**config.mk**
```make
export PLATFORM = sky130hd
export DESIGN_NAME = biquad_cascade_engine
export DESIGN_NICKNAME = d
export VERILOG_FILES = /design/src/rtl/biquad_cascade_engine.sv
export SDC_FILE = /design/constraint.sdc
export NUM_CORES = 2
export LEC_CHECK = 0
export CAP_MARGIN = 10
export CORE_MARGIN = 4
export CORE_UTILIZATION = 72
export CTS_BUF_LIST = sky130_fd_sc_hd__clkbuf_4
export DETAILED_ROUTE_END_ITERATION = 8
export DONT_BUFFER_PORTS = 1
export GPL_TIMING_DRIVEN = 0
export PLACE_DENSITY = 0.95
export SETUP_SLACK_MARGIN = 0.5
export SYNTH_ARGS = -nofsm -noshare
export SYNTH_HDL_FRONTEND = slang
export SYNTH_SLANG_ARGS = --single-unit
```
**constraint.sdc**
```tcl
create_clock -name clk -period 22.6 [get_ports clk]
set_clock_uncertainty 0.1 [all_clocks]
set_input_delay 2.26 -clock clk [delete_from_list [all_inputs] [get_ports clk]]
set_output_delay 2.26 -clock clk [all_outputs]
set_load 0.01 [all_outputs]
```
**src/rtl/biquad_cascade_engine.sv**
```systemverilog
// biquad_cascade_engine: cascade of second-order IIR sections sharing one multiplier and accumulator
module biquad_cascade_engine #(
  parameter int N = 24,
  parameter int F = 14,
  parameter int SECTIONS = 2,
  localparam int NC = 5 * SECTIONS,
  localparam int AW = $clog2(NC),
  localparam int SW = SECTIONS > 1 ? $clog2(SECTIONS) : 1
) (
  input  logic                 clk,
  input  logic                 reset,
  input  logic                 sample_valid,
  input  logic signed [N-1:0]  sample_in,
  input  logic                 coef_we,
  input  logic [AW-1:0]        coef_addr,
  input  logic signed [N-1:0]  coef_wdata,
  output logic                 busy,
  output logic                 y_valid,
  output logic signed [N-1:0]  y_out,
  output logic                 sat,
  output logic                 overrun,
  output logic                 coef_err
);
  typedef enum logic [1:0] {IDLE, MAC, WB, OUT} state_t;
  state_t state, state_nx;
  logic [2:0] term;
  logic [SW-1:0] sec;
  logic [AW-1:0] cptr;
  logic signed [N-1:0] coef [NC];
  logic signed [N-1:0] x1 [SECTIONS];
  logic signed [N-1:0] x2 [SECTIONS];
  logic signed [N-1:0] y1 [SECTIONS];
  logic signed [N-1:0] y2 [SECTIONS];
  logic signed [N-1:0] xs, opd, res;
  logic signed [2*N-1:0] prod;
  logic signed [2*N+2:0] acc, sh;
  logic ovf, sat_acc, last, accept, coef_ok, mac_en, wb_en, out_en;
  always_ff @(posedge clk)
    state <= reset ? IDLE : state_nx;
  always_comb begin
    state_nx = state == IDLE ? (sample_valid ? MAC : IDLE) :
               state == MAC  ? (term == 3'd4 ? WB : MAC) :
               state == WB   ? (last ? OUT : MAC) : IDLE;
  end
  always_comb begin
    busy = state != IDLE;
    accept = state == IDLE && sample_valid;
    mac_en = state == MAC;
    wb_en = state == WB;
    out_en = state == OUT;
  end
  assign last = sec == SW'(SECTIONS - 1);
  assign coef_ok = !busy && coef_addr < AW'(NC);
  assign opd = term == 3'd0 ? xs : term == 3'd1 ? x1[sec] : term == 3'd2 ? x2[sec] :
               term == 3'd3 ? y1[sec] : y2[sec];
  assign prod = coef[cptr] * opd;
  assign sh = acc >>> F;
  assign ovf = !(&sh[2*N+2:N-1]) && (|sh[2*N+2:N-1]);
  assign res = ovf ? (sh[2*N+2] ? {1'b1, {(N-1){1'b0}}} : {1'b0, {(N-1){1'b1}}}) : sh[N-1:0];
  always_ff @(posedge clk) begin
    if (reset) begin
      acc <= '0;
      term <= '0;
      sec <= '0;
      cptr <= '0;
      xs <= '0;
      sat_acc <= 1'b0;
      y_valid <= 1'b0;
      y_out <= '0;
      sat <= 1'b0;
      overrun <= 1'b0;
      coef_err <= 1'b0;
      for (int i = 0; i < NC; i++) coef[i] <= i % 5 == 0 ? N'(1 << F) : '0;
      for (int i = 0; i < SECTIONS; i++) begin
        x1[i] <= '0;
        x2[i] <= '0;
        y1[i] <= '0;
        y2[i] <= '0;
      end
    end else begin
      y_valid <= out_en;
      if (out_en) begin
        y_out <= xs;
        sat <= sat_acc;
      end
      if (sample_valid && busy) overrun <= 1'b1;
      if (coef_we && coef_ok) coef[coef_addr] <= coef_wdata;
      if (coef_we && !coef_ok) coef_err <= 1'b1;
      if (accept) begin
        xs <= sample_in;
        sat_acc <= 1'b0;
      end
      if (mac_en) begin
        acc <= acc + (2*N+3)'(prod);
        term <= term == 3'd4 ? 3'd0 : term + 3'd1;
        cptr <= cptr + 1'b1;
      end
      if (wb_en) begin
        acc <= '0;
        x2[sec] <= x1[sec];
        x1[sec] <= xs;
        y2[sec] <= y1[sec];
        y1[sec] <= res;
        xs <= res;
        sat_acc <= sat_acc | ovf;
        sec <= last ? '0 : sec + 1'b1;
        cptr <= last ? '0 : cptr;
      end
    end
  end
endmodule

```
======== Word-level counts from Yosys, hierarchy flattened ========
Memory sizes are Yosys's and may differ from the RTL's. A register that Yosys moved wholly into a read port is not among the register bits.
Index checks and enable logic that the tools add are counted.
storage, ports and cells
  flip-flop bits (word level) ............. 114
  RAM bits ................................ 432
  input port bits ......................... 56
  output and inout port bits .............. 29
  word-level logic and storage cells ...... 109
  memories kept ........................... 5
memory list
  memory  depth  width  rd ports  clocked after Yosys merged registers in  write ports  line  source
  coef    10     24     1         1                                        10           29    logic signed [N-1:0] coef [NC];
  x1      2      24     1         1                                        2            30    logic signed [N-1:0] x1 [SECTIONS];
  x2      2      24     1         1                                        2            31    logic signed [N-1:0] x2 [SECTIONS];
  y1      2      24     1         1                                        2            32    logic signed [N-1:0] y1 [SECTIONS];
  y2      2      24     1         1                                        2            33    logic signed [N-1:0] y2 [SECTIONS];
operators by class
  add/subtract/negate cells ............... 4
  $mul .................................... 1
  magnitude comparators ................... 1
  eq/ne operators ......................... 8
  muxes and demuxes ....................... 54
  bitwise operators ....................... 1
  reduce and logical (&&, ||, !) cells .... 23
operator list
  kind                                                              count
  24-bit 2-to-1 mux                                                 13
  24-bit OR reduction                                               5
  51-bit by 48-bit adder with 51-bit output                         1
  24-bit by 24-bit multiplier with 48-bit output                    1
  1-bit 2-to-1 mux                                                  29
  4-bit 2-to-1 mux                                                  6
  14-bit AND reduction                                              1
  14-bit OR reduction                                               1
  2-bit 2-to-1 mux                                                  5
  3-bit by 2-bit == test with 1-bit output (second input constant)  2
  1-bit logical AND                                                 6
  2-bit nonzero test                                                3
  4-bit by 1-bit adder with 4-bit output (second input constant)    1
  2-bit == test (second input constant)                             2
  4-bit less-than comparator (second input constant)                1
  3-bit by 1-bit adder with 3-bit output (second input constant)    1
  3-bit by 1-bit == test with 1-bit output (second input constant)  1
  3-bit == test (second input constant)                             1
  1-bit zero test                                                   3
  3-bit zero test                                                   1
  3-bit 2-to-1 mux                                                  1
  2-bit by 1-bit == test with 1-bit output (second input constant)  1
  2-bit zero test                                                   1
  2-bit inequality test (second input constant)                     1
  4 further kinds                                                   4

======== Logic depth before layout (Yosys ltp) ========
  depth in word-level cells ............... 9
  mapped depth ............................ 37
  depth with buffers taken out ............ 33

======== Least setup slack after synthesis ========
Ideal clock, no wire load.
  kind .................................... reg-to-reg
  start ................................... reg (tool-made name)
  end ..................................... reg acc[44]
  setup time .............................. 62 ps
  data arrival time ....................... 8228 ps
  data required time ...................... 22438 ps
  slack ................................... 14210 ps
  cell stages (with the launch flop) ...... 32
  buffers on the path ..................... 5
  period minus slack after synthesis ...... 8390 ps
  cell sequence ........................... dfxtp_1 > buf_6 > buf_6 > buf_2 > mux4_2 > mux2i_1 > nand2_1 > o21ai_0 > clkbuf_1 > nor2_1 > fa_1 > fa_1 > inv_1 > fa_1 > inv_1 > fa_1 > inv_1 > fa_1 > fa_1 > fa_1 > inv_1 > ha_1 > buf_2 > a21oi_1 > o21ai_0 > nor4_1 > a21oi_1 > o211ai_1 > o211ai_1 > nand4_1 > a2111o_1 > nand3_1
RTL lines
  element               line  source
  end signal, assigned  94    acc <= acc + (2*N+3)'(prod);
  end, declared         36    logic signed [2*N+2:0] acc, sh;

======== Worst setup path in the final report ========
  start ................................... reg term[0]
  end ..................................... reg acc[46]
between the ends
  cells in the longest elaborated chain, start to end .. 7
  elaborated cells on any way between the ends .. 10
  classes of those cells .................. 1 x add/sub; 1 x mul; 3 x eq/ne; 4 x mux; 1 x reduce/logical
ends and longest elaborated chain
  element                                             line  source
  start, declared                                     26    logic [2:0] term;
  start signal, assigned                              95    term <= term == 3'd4 ? 3'd0 : term + 3'd1;
  3-bit by 2-bit == test with 1-bit output            55    term == 3'd3 ? y1[sec] : y2[sec];
  24-bit 2-to-1 mux                                   55
  24-bit 2-to-1 mux (2 in series)                     54    assign opd = term == 3'd0 ? xs : term == 3'd1 ? x1[sec] : term == 3'd2 ? x2[sec] :
  24-bit 2-to-1 mux (*)                               54
  24-bit by 24-bit multiplier with 48-bit output (*)  56    assign prod = coef[cptr] * opd;
  51-bit by 48-bit adder with 51-bit output (*)       94
Every way passes the cells marked *; elsewhere a longest branch is shown, timed or not.
A chain may end at the register's enable or synchronous reset.

==> impl_results.md <==
* Fin nets at 5915
* Synth area leaders: edfxtp_1 33%, fa_1 26%, inv_1 5.0%
* CP Data Arrival Time at 12450 ps
* Die W at 278.1 µm
* Status: finished, violations left
* Final setup viols at 0
* RePlAce Congestion at 1.043
* Hold Crit Start: acc[0]$_SDFFE_PP0P_
* Most frequent CP cell: fa_1
* Post-CTS setup buffer count at 0
* Top_reg_cell synth: edfxtp_1
* Tightest Pin Transition at 1415 ps
* Crit path time final at 11580 ps
* RSZ-0062 raised after global routing: false
* Ports at 85
* Reg2reg start: term[0]$_SDFFE_PP0P_
* PortBufs at 0
* CP max FO at 10
* Seq/Total Area, Yosys at 37.45%
* Total of max-cap violations at 0
* Syn. warnings at 0
* Gr usage total at between 40% and 50%
* CTS tree: built
* CP startpoint: term[0]$_SDFFE_PP0P_
* DR iter-0 viols at around 6300
* Gate Count Post-Synth at approximately 4700
* Slowest stage delay, CP at 1080 ps
* Post-DR wirelength/cell at 28.13 µm
* Setup crit start kind: register
* Number of synthesized flops with an enable pin at 576
* Post-synth top area cell: edfxtp_1
* Flip-flop and latch count after synthesis at 695
* Dpl cells at ~5800
* CP delay by family, top: adder cells
* Cell Area, Synth at 52550 µm²
* Fill cell count at 3956
* Worst EP required at 23470 ps
* # clock sinks at 695
* Routed Antenna Nets at 0
* Num CTS Buffers at 168
* H-tree depth at 4
* Hold Fails Final Rpt at 0
* Worst setup path class: reg -> reg
* Area grow syn2layout at 8.510%
* Fin Setup TNS at 0 ps
* Die area at about 77000 µm²
* Period utilization at 51.24%
* DRC at 19
* Routed Wire Length at between 150000 and 200000 µm
* Fmax at 0.08635 GHz
* CP Capture Type: register
* First-pass GRT wire length at 256200 µm
* Slowest CP cell: a21oi_1
* Buf/Inv on CP at 4
* Worst min-delay path class: reg -> reg
* DRT Pass-1 Iters at 9
* Layout cells sized above 1 at around 11%
* Initial Util at 73.13%
* PostCTS Resize Cnt at 0
* Syn avg cell area at 11.24 µm²
* DP Wirelength at 123900 µm
* Post-synth ARST share at 0%
* Clock Path Buffers at 3
* Via count at 40360
* Vias in the first global route at 43220
* Final Util at 79.35%
* Rows at 98
* Top-area cell type share of the netlist area at ~33%
* Pins Over Slew Limit at 0
* Slew Limit Headroom at 5.648%
* Cts hold-fix bufs at 0
* Gr ovfl total at 0
* CTS clk-pin slew, worst paths at 80 ps
* Vias per inst at between 6 and 7
* Failing checks: design-rule violations
* Largest net degree at the start of global routing at 61
* Worst-skew pair later-pin latency at 1100 ps
* Number of distinct library cells after synthesis at 70
* Area of the core at 71850 µm²
* Clock Root Buffer: clkbuf_4
* Initial antenna violation count at 12
* Layout Cells excl Fill at 6105
* Die height at 278.1 µm
[placed cells by master, fill, tap and decap left out, types with 113 or more instances in the layout]
cell type,Yosys,final
mux4_2,113,113
clkbuf_4,0,244
inv_1,702,702
a21oi_1,183,182
nand2_1,486,484
fa_1,672,672
nor2_1,523,523
clkbuf_1,167,167
edfxtp_1,576,576
conb_1,1,144
ha_1,172,172
dfxtp_1,119,119
nor2b_1,148,148
and2_1,122,122
[cells in the mapped netlist (2+ instances only)]
cell,instances
nor4_1,6
nand2_1,486
o31ai_1,3
inv_1,702
o21ai_2,2
a21o_1,32
a21oi_1,183
nor3_1,16
nand2b_1,46
fa_1,672
o211ai_1,6
xnor2_1,32
a32oi_1,2
a31oi_1,10
buf_2,65
o21ai_0,82
nor2_1,523
o21a_1,18
a22oi_1,24
mux2_2,31
o221ai_1,3
nand3b_1,2
or2_2,14
buf_1,11
o21ai_1,4
ha_1,172
mux4_2,113
nor2b_1,148
nand4_1,17
a211oi_1,31
buf_6,5
o221a_2,24
o21bai_1,7
or4_1,3
dfxtp_1,119
clkbuf_1,167
edfxtp_1,576
a31o_2,2
xor2_1,18
a211o_1,3
mux2i_1,82
and2_1,122
nand3_1,40
buf_4,13
and3_1,12
[layer usage]
metal	track usage, %	vias up	wire, µm
li1	-	15800	-
met1	49.32	19200	50090
met2	69.88	4045	77790
met3	16.24	1300	25080
met4	36.42	10	18700
met5	0	-	86
[worst reg2reg max path: cells and delay by family, from the launching register on]
kind                     cells  cell delay, ps
adder cells (fa/ha/maj)     10            4280
buffers and inverters        4            2200
AO/OA/AOI/OAI                9            3280
flip-flops                   1             450
AND/OR/NAND/NOR              4             920
multiplexers                 1             230
[cell families (layout without fill, tap and decap cells)]
family | count (synthesis) | after routing | synth area share, %
AND/OR/NAND/NOR | 1442 | 1442 | 12.26
buffers and inverters | 964 | 1289 | 7.205
adder cells (fa/ha/maj) | 844 | 844 | 29.70
flip-flops | 695 | 695 | 37.45
AO/OA/AOI/OAI | 452 | 452 | 5.472
multiplexers | 226 | 226 | 7.070
XOR/XNOR | 50 | 50 | 0.8334
other | 1 | 157 | 0.007137
[metrics by stage]
step	cell area, µm²	hold WS, ps	setup slack, ps
6_report	57020	368.2	11020
3_3_place_gp	54270	344.7	10980
4_1_cts	56830	369.4	11590
3_5_place_dp	54660	360.1	11710
2_1_floorplan	53080	336.2	14210
5_1_grt	56990	374.9	10790
[state kept, by name, summed over array words and instances (netlist names), named ones only]
register / cells
last: 1
overrun: 1
y1: 48
y_out: 24
acc: 51
coef: 384
x1: 48
term: 3
coef_err: 1
x2: 48
cptr: 4
sat: 1
y2: 48
state: 2
sat_acc: 1
y_valid: 1
xs: 24
[worst paths after layout]
path / to / slack, ps / cells past startpoint
setup / recovery: acc[46]$_SDFFE_PP0P_ / 11020 / 28
hold / removal: acc[0]$_SDFFE_PP0P_ / 370 / 2
setup reg to reg: acc[46]$_SDFFE_PP0P_ / 11020 / 28
hold reg to reg: acc[0]$_SDFFE_PP0P_ / 370 / 2
[final cells by class]
| class | count | area, µm² | area share (%) |
|---|---|---|---|
| antenna | 13 | 32.53 | 0.05706 |
| timing repair buffer | 28 | 508.0 | 0.8909 |
| clock inverter | 54 | 342.8 | 0.6013 |
| tap | 950 | 1189 | 2.085 |
| sequential | 695 | 19680 | 34.51 |
| multi-input combinational | 3158 | 29660 | 52.01 |
| buffer | 261 | 1147 | 2.012 |
| inverter | 703 | 2639 | 4.628 |
| clock buffer | 243 | 1824 | 3.199 |
Power is not shown: default switching activity piles up to over one toggle a cycle in this logic, so the estimate is an artifact.
